==> config.mk <==
export PLATFORM = sky130hd
export DESIGN_NAME = dmem_wb_arbiter
export DESIGN_NICKNAME = d
export VERILOG_FILES = /design/src/rtl/dmem_arb_pkg.sv /design/src/rtl/rr_arbiter.sv /design/src/rtl/dmem_wb_arbiter.sv
export SDC_FILE = /design/constraint.sdc
export NUM_CORES = 1
export LEC_CHECK = 0
export CELL_PAD_IN_SITES_DETAIL_PLACEMENT = 0
export CELL_PAD_IN_SITES_GLOBAL_PLACEMENT = 1
export CORE_ASPECT_RATIO = 1.5
export CORE_MARGIN = 5
export CORE_UTILIZATION = 13
export CTS_CLUSTER_SIZE = 16
export DETAILED_ROUTE_END_ITERATION = 8
export GPL_ROUTABILITY_DRIVEN = 1
export HOLD_SLACK_MARGIN = 0.06
export PLACE_DENSITY = 0.95
export SYNTH_ARGS = -nofsm -noshare
export SYNTH_HDL_FRONTEND = slang
export SYNTH_SLANG_ARGS = --single-unit
==> constraint.sdc <==
create_clock -name clk_i -period 4 [get_ports clk_i]
set_input_delay 0.4 -clock clk_i [delete_from_list [all_inputs] [get_ports clk_i]]
set_output_delay 0.4 -clock clk_i [all_outputs]
set_load 0.05 [all_outputs]
==> src/rtl/dmem_arb_pkg.sv <==
// Shared types and defaults for the data-memory Wishbone arbiter.
package dmem_arb_pkg;

    typedef enum logic [1:0] {
        IDLE    = 2'd0,
        BUSY    = 2'd1,
        RD_WAIT = 2'd2
    } arb_state_e;

    localparam int DEF_NUM_MASTERS = 2;
    localparam int DEF_AW          = 32;
    localparam int DEF_DW          = 32;

    // Width of a master index; never narrower than one bit.
    function automatic int idx_w(input int n);
        return (n > 1) ? $clog2(n) : 1;
    endfunction

endpackage

==> src/rtl/rr_arbiter.sv <==
// Combinational round-robin picker: first requester at or after ptr, wrapping.
module rr_arbiter
    import dmem_arb_pkg::*;
#(
    parameter  int N  = DEF_NUM_MASTERS,
    localparam int IW = idx_w(N)
) (
    input  logic [N-1:0]  req,
    input  logic [IW-1:0] ptr,
    output logic [N-1:0]  gnt,
    output logic [IW-1:0] idx,
    output logic          vld
);

    int k;

    always_comb begin
        gnt = '0;
        idx = '0;
        vld = 1'b0;
        k   = 0;
        for (int i = 0; i < N; i++) begin
            k = int'(ptr) + i;
            if (k >= N) k = k - N;
            if (!vld && req[k]) begin
                vld    = 1'b1;
                gnt[k] = 1'b1;
                idx    = IW'(k);
            end
        end
    end

endmodule

==> src/rtl/dmem_wb_arbiter.sv <==
// Round-robin Wishbone arbiter in front of the single-port data memory.
// Optional bus locking for atomics is enabled with `define DMEM_ARB_LOCK_EN.
module dmem_wb_arbiter
    import dmem_arb_pkg::*;
#(
    parameter int NUM_MASTERS = DEF_NUM_MASTERS,
    parameter int AW          = DEF_AW,
    parameter int DW          = DEF_DW
) (
    input  logic                        clk_i,
    input  logic                        rst_ni,
    input  logic [NUM_MASTERS-1:0]      m_cyc_i,
    input  logic [NUM_MASTERS-1:0]      m_stb_i,
    input  logic [NUM_MASTERS-1:0]      m_we_i,
    input  logic [NUM_MASTERS*AW-1:0]   m_adr_i,
    input  logic [NUM_MASTERS*DW/8-1:0] m_sel_i,
    input  logic [NUM_MASTERS*DW-1:0]   m_dat_i,
`ifdef DMEM_ARB_LOCK_EN
    input  logic [NUM_MASTERS-1:0]      m_lock_i,
`endif
    output logic [NUM_MASTERS*DW-1:0]   m_dat_o,
    output logic [NUM_MASTERS-1:0]      m_ack_o,
    output logic                        s_cyc_o,
    output logic                        s_stb_o,
    output logic                        s_we_o,
    output logic [AW-1:0]               s_adr_o,
    output logic [DW/8-1:0]             s_sel_o,
    output logic [DW-1:0]               s_dat_o,
    input  logic [DW-1:0]               s_dat_i,
    input  logic                        s_ack_i,
    output logic [NUM_MASTERS-1:0]      gnt_o
);

    localparam int IW = idx_w(NUM_MASTERS);
    localparam int SW = DW / 8;

    arb_state_e             state;
    logic [IW-1:0]          g;
    logic [IW-1:0]          ptr;
    logic [NUM_MASTERS-1:0] gnt_q;
    logic [IW-1:0]          nxt_ptr;

    logic [NUM_MASTERS-1:0] lock_v;
    logic [NUM_MASTERS-1:0] rr_gnt;
    logic [IW-1:0]          rr_idx;
    logic                   rr_vld;

    logic [AW-1:0] adr_a [NUM_MASTERS];
    logic [SW-1:0] sel_a [NUM_MASTERS];
    logic [DW-1:0] dat_a [NUM_MASTERS];

`ifdef DMEM_ARB_LOCK_EN
    assign lock_v = m_lock_i;
`else
    assign lock_v = '0;
`endif

    for (genvar k = 0; k < NUM_MASTERS; k++) begin : g_unpack
        assign adr_a[k] = m_adr_i[k*AW +: AW];
        assign sel_a[k] = m_sel_i[k*SW +: SW];
        assign dat_a[k] = m_dat_i[k*DW +: DW];
    end

    rr_arbiter #(.N(NUM_MASTERS)) u_rr (
        .req (m_cyc_i & m_stb_i),
        .ptr (ptr),
        .gnt (rr_gnt),
        .idx (rr_idx),
        .vld (rr_vld)
    );

    logic cur_cyc, cur_stb, cur_we, cur_lock, busy_act, rd_wait;

    assign cur_cyc  = m_cyc_i[g];
    assign cur_stb  = m_stb_i[g];
    assign cur_we   = m_we_i[g];
    assign cur_lock = lock_v[g];
    assign busy_act = (state == BUSY) && cur_cyc;
    assign rd_wait  = (state == RD_WAIT);
    assign nxt_ptr  = (g == IW'(NUM_MASTERS - 1)) ? '0 : g + 1'b1;

    always_ff @(posedge clk_i or negedge rst_ni) begin
        if (!rst_ni) begin
            state <= IDLE;
            g     <= '0;
            gnt_q <= '0;
            ptr   <= '0;
        end else begin
            case (state)
                IDLE: begin
                    if (rr_vld) begin
                        g     <= rr_idx;
                        gnt_q <= rr_gnt;
                        state <= BUSY;
                    end
                end
                BUSY: begin
                    if (!cur_cyc) begin
                        // A locked master keeps the bus across its own cycle gaps.
                        if (!cur_lock) begin
                            state <= IDLE;
                            gnt_q <= '0;
                            ptr   <= nxt_ptr;
                        end
                    end else if (cur_stb && !cur_we && s_ack_i) begin
                        state <= RD_WAIT;
                    end
                end
                RD_WAIT: begin
                    if (cur_cyc || cur_lock) begin
                        state <= BUSY;
                    end else begin
                        state <= IDLE;
                        gnt_q <= '0;
                        ptr   <= nxt_ptr;
                    end
                end
                default: state <= IDLE;
            endcase
        end
    end

    // Slave side: strobe only in BUSY so a read is never issued twice.
    assign s_cyc_o = busy_act || rd_wait;
    assign s_stb_o = busy_act && cur_stb;
    assign s_we_o  = busy_act && cur_we;
    assign s_adr_o = busy_act ? adr_a[g] : '0;
    assign s_sel_o = busy_act ? sel_a[g] : '0;
    assign s_dat_o = busy_act ? dat_a[g] : '0;

    // Writes ack with the slave; reads ack one cycle later with the registered data.
    logic ack_any;
    assign ack_any = (busy_act && cur_stb && cur_we && s_ack_i) || (rd_wait && cur_cyc);
    assign m_ack_o = ack_any ? gnt_q : '0;
    assign gnt_o   = gnt_q;

    for (genvar k = 0; k < NUM_MASTERS; k++) begin : g_rdata
        assign m_dat_o[k*DW +: DW] = (rst_ni && rd_wait && cur_cyc && gnt_q[k]) ? s_dat_i : '0;
    end

endmodule

==> results_dict.tcl, run 1 <==
set metrics [dict create \
    clockRootBuffer "clkbuf_16" \
    synthFlopType "dfrtp_1" \
    floorplan.initialDensity 0.132 \
    yosysSeqAreaShare 0.0787 \
    status "finished clean" \
    avgSynthCellArea_um2 6.84 \
    via_per_inst 4.09 \
    cp-end-kind "output pin" \
    grt_pass1_vias 3107 \
    cts.repair.resized 0 \
    stdcell_area_mm2 0.00518 \
    core_region_area_mm2 0.0145 \
    maxCapViolations 0 \
    final_nets 757 \
    max-slew-margin-rel 0.392 \
    path_cells "clkdlybuf4s50_1 -> mux2_2 -> nand2_2 -> buf_12 -> nor2_1 -> clkdlybuf4s50_1" \
    syn_inst 279 \
    synth-async-reset-ratio 1.00 \
    antenna_found_initial 0 \
    slew_viol_final 0 \
    path_clk_slew_ps 40 \
    critPathBufInv 3 \
    antenna_cells 0 \
    drc 0 \
    synth-edff-count 0 \
    die_area_mm2 0.0173 \
    critPathMostFrequentCell "clkdlybuf4s50_1" \
    yosys-top-cells-area "mux2i_1, and3_1, nor2_1" \
    crit_slowest_cell "clkdlybuf4s50_1" \
    routedWlPerCell_um 15.6 \
    p_per_area_mw_per_mm2 528 \
    critPathLaunchType "primary input" \
    critical_path_required_ps 3600 \
    worstSetupPathType "in -> out" \
    yosysMostFrequentCell "nor2_1" \
    fmax_ghz 0.314 \
    setup_viol 0 \
    port_buffers 315 \
    drive_above_1_share 0.136 \
    hpwl_um 10600 \
    grt_setup_unrepaired "false" \
    hold_viol 0 \
    worst_slew_pin_slew_ps 912 \
    die_h_um 158 \
    grt_pass1_wl_um 16500 \
    layout.cells.non_filler 771 \
    syn-cell-area_mm2 0.00191 \
    ys_ff_latch 6 \
    gp_congestion 0.821 \
    critPathArrivalTime_ps 2790 \
    grt-ovfl-total 0 \
    grt_max_degree 70 \
    comb_power_share 0.872 \
    crit_family "buffers and inverters" \
    die_w_um 109 \
    grt_usage 0.122 \
    core.rowCount 54 \
    clkPwrFrac 0.063 \
    power_switching_uw 1610 \
    swShare 0.589 \
    crit_fanout 61 \
    placed_cell_area_mm2 0.00510 \
    drtIter0Drc 161 \
    hold-worst-slack_ps 433 \
    cts_setup_buffers 0 \
    placed_cells 767 \
    io_pins 316 \
    numCtsBuffers 3 \
    leakagePower_uw 0.00249 \
    htree_num_levels 1 \
    nFillCells 1565 \
    syn2layout_area_growth_pct 171 \
    internal_power_uw 1120 \
    vias 3154 \
    clk_latency_ps 230 \
    ys_top_cells_by_count "nor2_1, mux2i_1, and3_1" \
    yosysUniqueCellTypes 24 \
    cts_hold_buf 0 \
    synth_warnings 0 \
    fin_crit_ps 3190 \
    critPathMaxStageDelay_ps 850 \
    cts_tree "built" \
    period_share 0.796 \
    min_path_type "in -> async" \
    synth_nets 460 \
    drt_wl_total_um 12000 \
    yosysTopAreaCell "mux2i_1" \
    clock_sinks 6 \
    first_pass_iters 4 \
    synth.top_cell.area_share 0.362 \
    clock_path_buffers 2 \
    p_seq_frac 0.066 \
    finClkSkew_ps 4.66 \
    tns_ps 0 \
    vdd_drop_max_v 0.000429 \
    antenna_left 0 \
]
[final cells by class]
| cell class | count | area (um2) | area share |
|---|---|---|---|
| Sequential cell | 6 | 154 | 0.0297 |
| Multi-Input combinational cell | 242 | 1630 | 0.315 |
| Clock buffer | 4 | 78.8 | 0.0152 |
| Timing Repair Buffer | 320 | 3060 | 0.590 |
| Inverter | 3 | 11.3 | 0.00218 |
| Tap cell | 196 | 245 | 0.0474 |
[routing by layer]
layer  vias up  part of all wire  global-route usage
li1       1566                 -                   -
met1      1366              0.36               0.125
met2       216              0.50               0.233
met3         6              0.14              0.0511
met4         0            0.0076              0.0187
met5         -                 0                   0
[stage by stage]
step           setup WS [ps]  power, uW  utilization
4_1_cts                  806       2770        0.358
6_report                 814       2730        0.358
5_1_grt                  698       2880        0.358
2_1_floorplan           1860       1740            -
3_3_place_gp             778       2590        0.353
3_5_place_dp             814       2590        0.353
[cell usage in the layout, fill, tap and decap left out, types with 2 or more instances in the layout]
| master | count |
|---|---|
| a21oi_1 | 3 |
| a31oi_1 | 3 |
| and2_1 | 2 |
| and3_1 | 65 |
| buf_12 | 2 |
| buf_4 | 67 |
| clkbuf_16 | 3 |
| clkdlybuf4s50_1 | 251 |
| dfrtp_1 | 5 |
| ha_1 | 4 |
| inv_1 | 3 |
| mux2_2 | 3 |
| mux2i_1 | 69 |
| nand2_1 | 3 |
| nand2b_1 | 2 |
| nor2_1 | 74 |
| nor2b_1 | 2 |
| o21ai_0 | 4 |
[power groups by stage]
| stage | logic, uW | registers, uW | clock network [uW] |
|---|---|---|---|
| 6_report | 2380 | 179 | 171 |
| 3_5_place_dp | 2410 | 180 | 0 |
| 3_3_place_gp | 2410 | 179 | 0 |
| 5_1_grt | 2520 | 193 | 175 |
| 2_1_floorplan | 1580 | 153 | 0 |
| 4_1_cts | 2420 | 180 | 172 |
[final timing paths]
kind	startpoint	endpoint	slack, ps	cells past startpoint
hold / removal	rst_ni	gnt_o[0]	430	1
min in group clk_i	ptr	ptr	570	2
setup reg to reg	state[1]	state[0]	2150	6
setup / recovery	m_cyc_i[1]	s_dat_o[26]	810	6
hold reg to reg	ptr	ptr	570	2
max in group asynchronous	rst_ni	g	3300	1
[flip-flops by register name, summed over array words and instances (netlist names)]
name / cells
g: 1
gnt_o: 2
ptr: 1
state: 2
[cell families (layout without fill, tap and decap cells)]
group / count (synthesis) / in the layout / share of synthesized area
buffers and inverters: 31 / 327 / 0.0675
AO/OA/AOI/OAI: 12 / 12 / 0.0407
flip-flops: 6 / 6 / 0.0787
adder cells (fa/ha/maj): 4 / 4 / 0.0262
AND/OR/NAND/NOR: 153 / 153 / 0.401
multiplexers: 73 / 73 / 0.386
Note: power is estimated with default switching activity, not from simulation.
==> inputs of run 2 (changes only) <==
CORE_UTILIZATION = 11   (was 13)
PLACE_DENSITY = 0.89   (was 0.95)
clock period = 2.7 ns   (was 4 ns; I/O delays follow)
==> results_dict.tcl, run 2 (same netlist as run 1, synthesis figures left out) <==
set metrics [dict create \
    placed_cells 795 \
    first_pass_iters 4 \
    cp-end-kind "output pin" \
    period_share 0.883 \
    p_per_area_mw_per_mm2 709 \
    critPathLaunchType "register" \
    cts.repair.resized 0 \
    nFillCells 1672 \
    grt_pass1_wl_um 18500 \
    port_buffers 315 \
    routedWlPerCell_um 15.8 \
    critPathBufInv 3 \
    io_pins 316 \
    antenna_left 0 \
    die_area_mm2 0.0201 \
    reg2reg_slack_ps 900 \
    cts_hold_buf 0 \
    worstRegToRegCells 6 \
    worst_slew_pin_slew_ps 542 \
    crit_family "compound AO/OA/AOI/OAI gates" \
    drive_above_1_share 0.276 \
    critPathMaxStageDelay_ps 390 \
    core.rowCount 59 \
    gp_congestion 0.768 \
    hpwl_um 11300 \
    finClkSkew_ps 3.72 \
    grt_setup_unrepaired "false" \
    grt_usage 0.116 \
    status "finished clean" \
    cts_setup_buffers 0 \
    maxCapViolations 0 \
    tns_ps 0 \
    fin_crit_ps 2380 \
    antenna_found_initial 0 \
    clk_latency_ps 230 \
    max-slew-margin-rel 0.637 \
    drt_wl_total_um 12600 \
    hold_viol 0 \
    drtIter0Drc 114 \
    via_per_inst 3.98 \
    clock_path_buffers 2 \
    mostFrequentLayoutCells "clkdlybuf4s50_1, buf_12, nor2_1, mux2i_1, and3_1" \
    clock_sinks 6 \
    crit_fanout 5 \
    worstSetupPathType "reg -> out" \
    path_depth 8 \
    die_w_um 118 \
    antenna_cells 0 \
    drc 0 \
    crit_slowest_cell "dfrtp_1" \
    floorplan.initialDensity 0.111 \
    grt-ovfl-total 0 \
    grt_pass1_vias 3204 \
    clockRootBuffer "clkbuf_16" \
    critical_path_required_ps 2430 \
    grt_max_degree 65 \
    numCtsBuffers 3 \
    slew_viol_final 0 \
    critPathArrivalTime_ps 2110 \
    core_region_area_mm2 0.0172 \
    layout.cells.non_filler 799 \
    setup_viol 0 \
    min_path_type "in -> async" \
    die_h_um 171 \
    fmax_ghz 0.420 \
    final_nets 768 \
    path_clk_slew_ps 40 \
    syn2layout_area_growth_pct 233 \
    path_cells "inv_1 -> ha_1 -> and4b_1 -> a41oi_2 -> o21ai_0 -> buf_4 -> and2_1 -> buf_12" \
    htree_num_levels 1 \
    leakagePower_uw 0.00296 \
    cts_tree "built" \
    cp-startpoint "state[1]" \
    vdd_drop_max_v 0.000399 \
    final_common_cell "clkdlybuf4s50_1" \
    vias 3184 \
    r2r_start "state[1]" \
]
## run 2: cell types whose count changed in the layout (fill, tap and decap cells not counted), sizes merged
cell           delta
buf              +84
clkdlybuf4s50    -73
## run 2: metrics by stage
stage	worst slack (ps)	total power, uW	hold slack [ps]	cell area, um2	utilization
after global routing	190	4770	361	6360	0.370
after CTS	268	4590	349	6360	0.370
after floorplan	693	2570	-25.6	1910	-
final	317	4510	341	6360	0.370
after global placement	343	4310	547	6280	0.365
after detailed placement	312	4330	567	6280	0.365
## run 2: layout make-up
type | count | area [um2] | area share
Clock buffer | 4 | 78.8 | 0.0124
Timing Repair Buffer | 331 | 4220 | 0.663
Inverter | 3 | 11.3 | 0.00177
Tap cell | 213 | 267 | 0.0419
Multi-Input combinational cell | 242 | 1630 | 0.256
Sequential cell | 6 | 154 | 0.0242
## run 2: metal layers
metal,share of wire,up-vias,GRT usage
met2,0.47,243,0.199
met1,0.40,1347,0.135
met3,0.12,8,0.0520
met5,0,-,0
li1,-,1586,-
met4,0.011,0,0.0210
## run 2: where the power goes
group / switching, uW / total (uW) / internal, uW
registers: 48.2 / 187 / 139
clock network: 55.1 / 252 / 196
logic: 2410 / 4070 / 1660
total: 2510 / 4510 / 2000
## run 2: final timing paths
check                        endpoint
min in group clk_i           state[0]
hold reg to reg              state[0]
max in group asynchronous           g
setup / recovery           m_ack_o[0]
hold / removal                    ptr
setup reg to reg             state[0]
